<file path="src/rtl/alu_pkg.sv">
// Shared width and opcode encoding for the execute-stage ALU.
package alu_pkg;

    localparam int WIDTH = 19;

    typedef enum logic [2:0] {
        OP_ADD = 3'b000,
        OP_SUB = 3'b001,
        OP_MUL = 3'b010,
        OP_DIV = 3'b011,
        OP_MOD = 3'b100,
        OP_AND = 3'b101,
        OP_OR  = 3'b110,
        OP_XOR = 3'b111
    } alu_op_t;

endpackage

</file>
<file path="src/rtl/alu_core_if.sv">
// Operand/opcode bundle into the ALU and registered result/flags back out.
interface alu_core_if #(parameter int WIDTH = alu_pkg::WIDTH);

    logic [WIDTH-1:0] A;
    logic [WIDTH-1:0] B;
    logic [2:0]       ALUControl;
    logic [WIDTH-1:0] Result;
    logic             Zero;
    logic             OverFlow;
    logic             Negative;

    modport master (
        output A, B, ALUControl,
        input  Result, Zero, OverFlow, Negative
    );

    modport slave (
        input  A, B, ALUControl,
        output Result, Zero, OverFlow, Negative
    );

endinterface

</file>
<file path="src/rtl/alu_divmod.sv">
// Single-cycle signed divider: quotient truncates toward zero, remainder takes the sign of A.
module alu_divmod #(
    parameter int WIDTH = alu_pkg::WIDTH
) (
    input  logic [WIDTH-1:0] i_a,
    input  logic [WIDTH-1:0] i_b,
    output logic [WIDTH-1:0] o_quot,
    output logic [WIDTH-1:0] o_rem,
    output logic             o_div_zero,
    output logic             o_min_neg1
);

    logic w_div_zero;
    logic w_min_neg1;

    assign w_div_zero = (i_b == '0);
    assign w_min_neg1 = (i_a == {1'b1, {(WIDTH-1){1'b0}}}) && (i_b == '1);

    // min / -1 has no representable quotient; pin it to min so the wrap is explicit
    always_comb begin
        o_quot = '0;
        o_rem  = '0;
        if (w_div_zero) begin
            o_quot = '0;
            o_rem  = '0;
        end else if (w_min_neg1) begin
            o_quot = i_a;
            o_rem  = '0;
        end else begin
            o_quot = $signed(i_a) / $signed(i_b);
            o_rem  = $signed(i_a) % $signed(i_b);
        end
    end

    assign o_div_zero = w_div_zero;
    assign o_min_neg1 = w_min_neg1;

endmodule

</file>
<file path="src/rtl/alu_core.sv">
// Registered signed ALU: opcode mux, overflow detection and flag register, one-cycle latency.
module alu_core
    import alu_pkg::*;
#(
    parameter int WIDTH = alu_pkg::WIDTH
) (
    input  logic      clk,
    input  logic      rst,
    alu_core_if.slave bus
);

    logic [WIDTH-1:0]   w_sum;
    logic [WIDTH-1:0]   w_diff;
    logic [2*WIDTH-1:0] w_prod;
    logic [WIDTH-1:0]   w_quot;
    logic [WIDTH-1:0]   w_rem;
    logic               w_div_zero;
    logic               w_min_neg1;
    logic               w_mul_ovf;
    logic [WIDTH-1:0]   w_result;
    logic               w_ovf;
    alu_op_t            w_op;

    logic [WIDTH-1:0]   r_result;
    logic               r_zero;
    logic               r_ovf;
    logic               r_neg;

    assign w_op   = alu_op_t'(bus.ALUControl);
    assign w_sum  = bus.A + bus.B;
    assign w_diff = bus.A - bus.B;

    // Sign-extended unsigned multiply yields the exact two's-complement product
    assign w_prod = {{WIDTH{bus.A[WIDTH-1]}}, bus.A} * {{WIDTH{bus.B[WIDTH-1]}}, bus.B};
    assign w_mul_ovf = !((w_prod[2*WIDTH-1:WIDTH-1] == '0) || (w_prod[2*WIDTH-1:WIDTH-1] == '1));

    alu_divmod #(.WIDTH(WIDTH)) u_divmod (
        .i_a        (bus.A),
        .i_b        (bus.B),
        .o_quot     (w_quot),
        .o_rem      (w_rem),
        .o_div_zero (w_div_zero),
        .o_min_neg1 (w_min_neg1)
    );

    always_comb begin
        w_result = '0;
        w_ovf    = 1'b0;
        case (w_op)
            OP_ADD: begin
                w_result = w_sum;
                w_ovf    = (bus.A[WIDTH-1] == bus.B[WIDTH-1]) && (w_sum[WIDTH-1] != bus.A[WIDTH-1]);
            end
            OP_SUB: begin
                w_result = w_diff;
                w_ovf    = (bus.A[WIDTH-1] != bus.B[WIDTH-1]) && (w_diff[WIDTH-1] != bus.A[WIDTH-1]);
            end
            OP_MUL: begin
                w_result = w_prod[WIDTH-1:0];
                w_ovf    = w_mul_ovf;
            end
            OP_DIV: begin
                w_result = w_quot;
                w_ovf    = w_div_zero || w_min_neg1;
            end
            OP_MOD: begin
                w_result = w_rem;
                w_ovf    = w_div_zero;
            end
            OP_AND:  w_result = bus.A & bus.B;
            OP_OR:   w_result = bus.A | bus.B;
            OP_XOR:  w_result = bus.A ^ bus.B;
            default: w_result = '0;
        endcase
    end

    always_ff @(posedge clk) begin
        if (rst) begin
            r_result <= '0;
            r_zero   <= 1'b0;
            r_ovf    <= 1'b0;
            r_neg    <= 1'b0;
        end else begin
            r_result <= w_result;
            r_zero   <= (w_result == '0);
            r_ovf    <= w_ovf;
            r_neg    <= w_result[WIDTH-1];
        end
    end

    assign bus.Result   = r_result;
    assign bus.Zero     = r_zero;
    assign bus.OverFlow = r_ovf;
    assign bus.Negative = r_neg;

endmodule

</file>
<file path="src/flat_wrapper.sv">
// flat-port wrapper written by rule: the top's interface ports become plain ports
module alu_core_flat import alu_pkg::*;
#(
    parameter int WIDTH = alu_pkg::WIDTH
)
  (clk, rst, bus_A, bus_B, bus_ALUControl, bus_Result, bus_Zero, bus_OverFlow, bus_Negative);
  alu_core_if #(.WIDTH(WIDTH)) bus_i ();
  input  logic clk;
  input  logic rst;
  input wire logic [$bits(bus_i.A)-1:0] bus_A;
  input wire logic [$bits(bus_i.B)-1:0] bus_B;
  input wire logic [$bits(bus_i.ALUControl)-1:0] bus_ALUControl;
  output wire logic [$bits(bus_i.Result)-1:0] bus_Result;
  output wire logic [$bits(bus_i.Zero)-1:0] bus_Zero;
  output wire logic [$bits(bus_i.OverFlow)-1:0] bus_OverFlow;
  output wire logic [$bits(bus_i.Negative)-1:0] bus_Negative;
  assign bus_i.A = bus_A;
  assign bus_i.B = bus_B;
  assign bus_i.ALUControl = bus_ALUControl;
  assign bus_Result = bus_i.Result;
  assign bus_Zero = bus_i.Zero;
  assign bus_OverFlow = bus_i.OverFlow;
  assign bus_Negative = bus_i.Negative;
  alu_core #(.WIDTH(WIDTH)) u_core (.clk(clk), .rst(rst), .bus(bus_i));
endmodule
</file>
<file path="config.mk">
export PLATFORM = sky130hd
export DESIGN_NAME = alu_core_flat
export DESIGN_NICKNAME = d
export VERILOG_FILES = /design/src/rtl/alu_pkg.sv /design/src/rtl/alu_core_if.sv /design/src/rtl/alu_divmod.sv /design/src/rtl/alu_core.sv /design/src/flat_wrapper.sv
export SDC_FILE = /design/constraint.sdc
export NUM_CORES = 2
export LEC_CHECK = 0
export CAP_MARGIN = 25
export CORE_MARGIN = 2
export CORE_UTILIZATION = 50
export CTS_CLUSTER_DIAMETER = 50
export DETAILED_ROUTE_END_ITERATION = 8
export GPL_ROUTABILITY_DRIVEN = 0
export PLACE_DENSITY = 0.71
export SYNTH_ARGS = -nofsm -noshare
export SYNTH_HDL_FRONTEND = slang
export SYNTH_SLANG_ARGS = --single-unit
</file>
<file path="constraint.sdc">
create_clock -name clk -period 100 [get_ports clk]
set_input_delay 10 -clock clk [delete_from_list [all_inputs] [get_ports clk]]
set_output_delay 10 -clock clk [all_outputs]
set_load 0.02 [all_outputs]
</file>
After elaboration in Yosys (flattened, before gate mapping)
Index checks and enable logic that the tools add are counted.
{ "word_totals": {"register_bits": 22, "input_bits": 43, "out_inout_bits": 22, "wordCells": 42} }
{ "op_classes": {"add_sub_neg": 2, "n_mul": 1, "div": 2, "eq_ne": 14, "mux": 6, "bitwise": 3, "n_reduce_logical": 10} }
{ "op_table": {"columns": ["op", "n"], "rows": [
  ["case mux 19 bit (8 select lines)", 1],
  ["two-way mux 19 bit", 4],
  ["equality test 19 bit, second input constant", 2],
  ["logical NOT 19 bit", 2],
  ["multiplier 19 x 19 -> 38 bit", 1],
  ["equality test 20 bit, second input constant", 1],
  ["logical NOT 20 bit", 1],
  ["adder 19 bit", 1],
  ["AND 19 bit", 1],
  ["divider 19 x 19 -> 19 bit", 1],
  ["remainder unit 19 x 19 -> 19 bit", 1],
  ["OR 19 bit", 1],
  ["subtractor 19 bit", 1],
  ["bitwise XOR 19 bit", 1],
  ["equality test 3 bit, second input constant", 4],
  ["equality test 3 x 2 -> 1 bit, second input constant", 2],
  ["case mux 1 bit (5 select lines)", 1],
  ["equality test 3 x 1 -> 1 bit, second input constant", 1],
  ["logical AND 1 bit", 3],
  ["logical NOT 3 bit", 1],
  ["inequality test 1 bit", 3],
  ["logical OR 1 bit", 2],
  ["equality test 1 bit", 1],
  ["logical NOT 1 bit", 1]
]} }

Depth between registers and ports, before layout
{ "logic_depth": {"word_depth": 6, "depth_mapped": 202, "depth_no_buf": 183} }

Hierarchy
From an unflattened synthesis, not the netlist that was laid out.
{ "unflattened": {"cells_unflattened": 4039, "hier_area_um2": 30820.8} }
{ "modules_own_cells": {"columns": ["module", "n_inst", "cells_per_inst", "area_each_um2", "seq_area_each_um2"], "rows": [
  ["alu_core", 1, 2007, 17128.9, 420.4],
  ["alu_divmod", 1, 2032, 13691.9, 0.0]
]} }

Least setup slack after synthesis
OpenSTA, ideal clock, no wires.
{ "synth_timing": {"path_kind": "input to register", "start": "input bus_B[0]", "end": "register u_core.r_zero (netlist: u_core.bus.Zero)", "setup_time_ps": 87, "arrival_time_ps": 50380, "required_time_ps": 99913, "path_slack_ps": 49533, "cell_stages": 185, "n_path_buf": 24, "path_cell_list": "buf_6 inv_1 buf_1 ha_1 nor3b_2 a21oi_1 xnor2_1 o211ai_2 nor4_2 inv_1 nor2_1 mux2i_1 ha_1 o21ai_0 nand2b_1 and2_1 and2_1 a41oi_1 [149 not listed] nand3_1 o21a_1 o21a_1 buf_4 inv_1 buf_4 clkbuf_1 ha_1 nand2_1 o31ai_1 and2_1 xor2_1 o21ai_0 a21oi_1 a21oi_1 nor3_1 nand4_1 nor4b_2"} }
{ "synth_between": {"elab_chain_len": 6, "word_cells_on_any_way": 17, "cone_classes": "add/sub (2); mul (1); div (2); eq/ne (1); mux (5); bitwise (3); reduce/logical (3)"} }
{ "synth_lines": {"columns": ["item", "line", "text"], "rows": [
  ["from (decl)", "flat_wrapper.sv:11", "input wire logic [$bits(bus_i.B)-1:0] bus_B;"],
  ["branches (longest 4 deep; another with remainder unit 19 x 19 -> 19 bit)", null, null],
  ["case mux 19 bit (8 select lines) *", "alu_core.sv:49", "case (w_op)"],
  ["logical NOT 19 bit *", "alu_core.sv:85", "r_zero <= (w_result == '0);"],
  ["to (signal assigned)", "alu_core.sv:85", null],
  ["to (decl)", "alu_core.sv:25", "logic r_zero;"]
]} }
Mark *: on every way between the ends.
A chain may end at the register's enable or synchronous reset.

Worst setup path in the final report
{ "layout_timing": {"start": "input bus_B[1]", "end": "register u_core.r_zero (netlist: u_core.bus.Zero)"} }
The elaborated chain is that of the path after synthesis.

==> impl_metrics.json <==
{
  "status": "finished clean",
  "cts.sinks": 21,
  "synth-seq-area-share_pct": 1.40,
  "cts-root-buf": "clkbuf_16",
  "synthMostInstantiatedCell": "inv_1",
  "postCtsSetupRepairBufs": 0,
  "htreeDepth": 1,
  "first_iter_violations": 3385,
  "cp-start-kind": "input pin",
  "portBuffers": 64,
  "grtUsageTotal_pct": 33.7,
  "top_layer": "met4",
  "regArea_um2": 420,
  "drive_above_1_share_pct": 4.94,
  "slowest_stage": "a21o_1",
  "period_needed_ns": 57.60,
  "cts_resized": 0,
  "fmax_ghz": 0.0174,
  "ys_top_cells_by_count": "inv_1, nor2_1, fa_1",
  "rsz0062_at_grt": "false",
  "initial_utilization_pct": 50.8,
  "ys.flop_type": "dfxtp_1",
  "dieArea_um2": 62000,
  "fin_crit_sh_pct": 57.6,
  "routedWlPerCell_um": 22.6,
  "yosysTopAreaCell": "fa_1",
  "wl_um": 106000,
  "relSlewSlack_pct": 23.2,
  "num_rows": 89,
  "die-width_um": 249,
  "critPathMaxStageDelay_ns": 0.74,
  "grt_pass1_vias": 28700,
  "crit_path_end_kind": "register",
  "wl_met2_um": 43900,
  "core_um2": 59100,
  "wl_met1_um": 41700,
  "ys_async_sr_fraction_pct": 0,
  "die_y_um": 249,
  "crit_top_cell": "ha_1",
  "synthCells": 3935,
  "cts_inserted_buffers": 3,
  "via_count": 30100,
  "synth_seq_cells": 21,
  "antenna_found_initial": 2,
  "finalSetupViolCount": 0,
  "dp_hpwl_um": 83400,
  "tns_ns": 0,
  "io_pins": 65,
  "viasPerCell": 6.42,
  "multiInputGateArea_um2": 26900,
  "yosys_warnings": 0,
  "grt_max_degree": 48,
  "syn2layout_area_growth_pct": 5.30,
  "grt_overflow": 0,
  "drtPass1Iterations": 6,
  "crit_type": "input pin to register",
  "cts.clk_slew.worst_paths_ns": 0.06,
  "antenna_left": 0,
  "drv_cap": 0,
  "avgSynthCellArea_um2": 7.63,
  "grt_pass1_wl_um": 165000,
  "cts_tree": "built",
  "wl_met3_um": 14100,
  "hold_buffers": 0,
  "cp.required_ns": 100.18,
  "route.detailed.drc": 0,
  "hold_class": "input pin to register",
  "cp.arrival_ns": 57.78,
  "tightest_slew_ns": 1.14,
  "crit_fanout": 25,
  "drv_slew": 0,
  "syn_area_um2": 30000,
  "fin_nets": 4689,
  "hold_violations": 0,
  "yosysTopAreaCellShare_pct": 24.8,
  "synth_top_cells_by_area": "fa_1, ha_1, inv_1",
  "nFillCells": 5646,
  "synth_edf_count": 0,
  "synth_fp_nets": 4715,
  "netlist-cell-type-count": 106,
  "clockBufferDepth": 2
}
state kept, by name (all words and copies together), names as in the netlist:
register / flops
u_core.bus.Result: 18
u_core.bus.Negative: 1
u_core.bus.OverFlow: 1
u_core.bus.Zero: 1
cell type report:
| type | instances | share of cell area, % |
|---|---|---|
| multi-input combinational | 3208 | 85.2 |
| inverter | 538 | 6.39 |
| timing repair buffer | 137 | 3.76 |
| tap | 773 | 3.06 |
| sequential | 21 | 1.33 |
| clock buffer | 3 | 0.238 |
| clock inverter | 1 | 0.0238 |
| antenna | 3 | 0.0238 |
through the flow:
stage               std cells  setup slack [ns]  hold slack, ns  area, µm²  util (%)
finish                   4684             42.40           10.46      31600      53.4
global route             4683             39.76           10.48      31600      53.4
CTS                      4679             43.56           10.46      31600      53.4
detailed placement       4675             43.43           10.75      31500      53.3
global placement         4672             43.96           10.74      31500      53.2
floorplan                3935             49.53           10.07      30000         -
final timing paths:
kind	start	to	cells past startpoint
worst max-delay path	bus_B[1]	u_core.bus.Zero	174
worst min-delay path	rst	u_core.bus.Result[0]	3
logic make-up after synthesis:
kind of cell | synth area share [%]
buffers and inverters | 9.11
AO/OA/AOI/OAI | 20.7
multiplexers | 1.74
flip-flops | 1.40
adder cells (fa/ha/maj) | 40.0
XOR/XNOR | 7.18
AND/OR/NAND/NOR | 19.8
metal layers:
layer / global-route usage (%) / vias to the layer above
met5: 0 / -
met4: 16.3 / 0
met3: 6.94 / 377
met2: 50.6 / 2025
met1: 46.2 / 14200
li1: - / 13400
cells in the final DEF (no fill, tap or decap), types with 25 or more instances in the layout:
| master | count |
|---|---|
| mux2i_1 | 32 |
| ha_1 | 365 |
| buf_4 | 72 |
| xnor2_1 | 164 |
| nand3_1 | 69 |
| nand2b_1 | 25 |
| nor3_1 | 83 |
| o21a_1 | 53 |
| a31oi_1 | 38 |
| a21oi_1 | 227 |
| fa_1 | 372 |
| xor2_1 | 74 |
| o31ai_1 | 35 |
| o21ai_0 | 146 |
| inv_1 | 527 |
| and3_1 | 30 |
| nor4_1 | 27 |
| o211ai_1 | 36 |
| a21o_1 | 72 |
| clkdlybuf4s50_1 | 63 |
| nand2_1 | 356 |
| or3_1 | 37 |
| and2_1 | 30 |
| nor2_1 | 463 |
critical path, delay by kind of cell:
kind	cells	cell delay (ns)
buffers and inverters	14	3.07
AND/OR/NAND/NOR	62	17.39
adder cells (fa/ha/maj)	20	5.92
multiplexers	3	0.72
XOR/XNOR	1	0.25
AO/OA/AOI/OAI	74	20.27
Power is left out: the tool's default activity adds up to more than one toggle a clock period on the data nets, which glitch-free logic cannot reach.
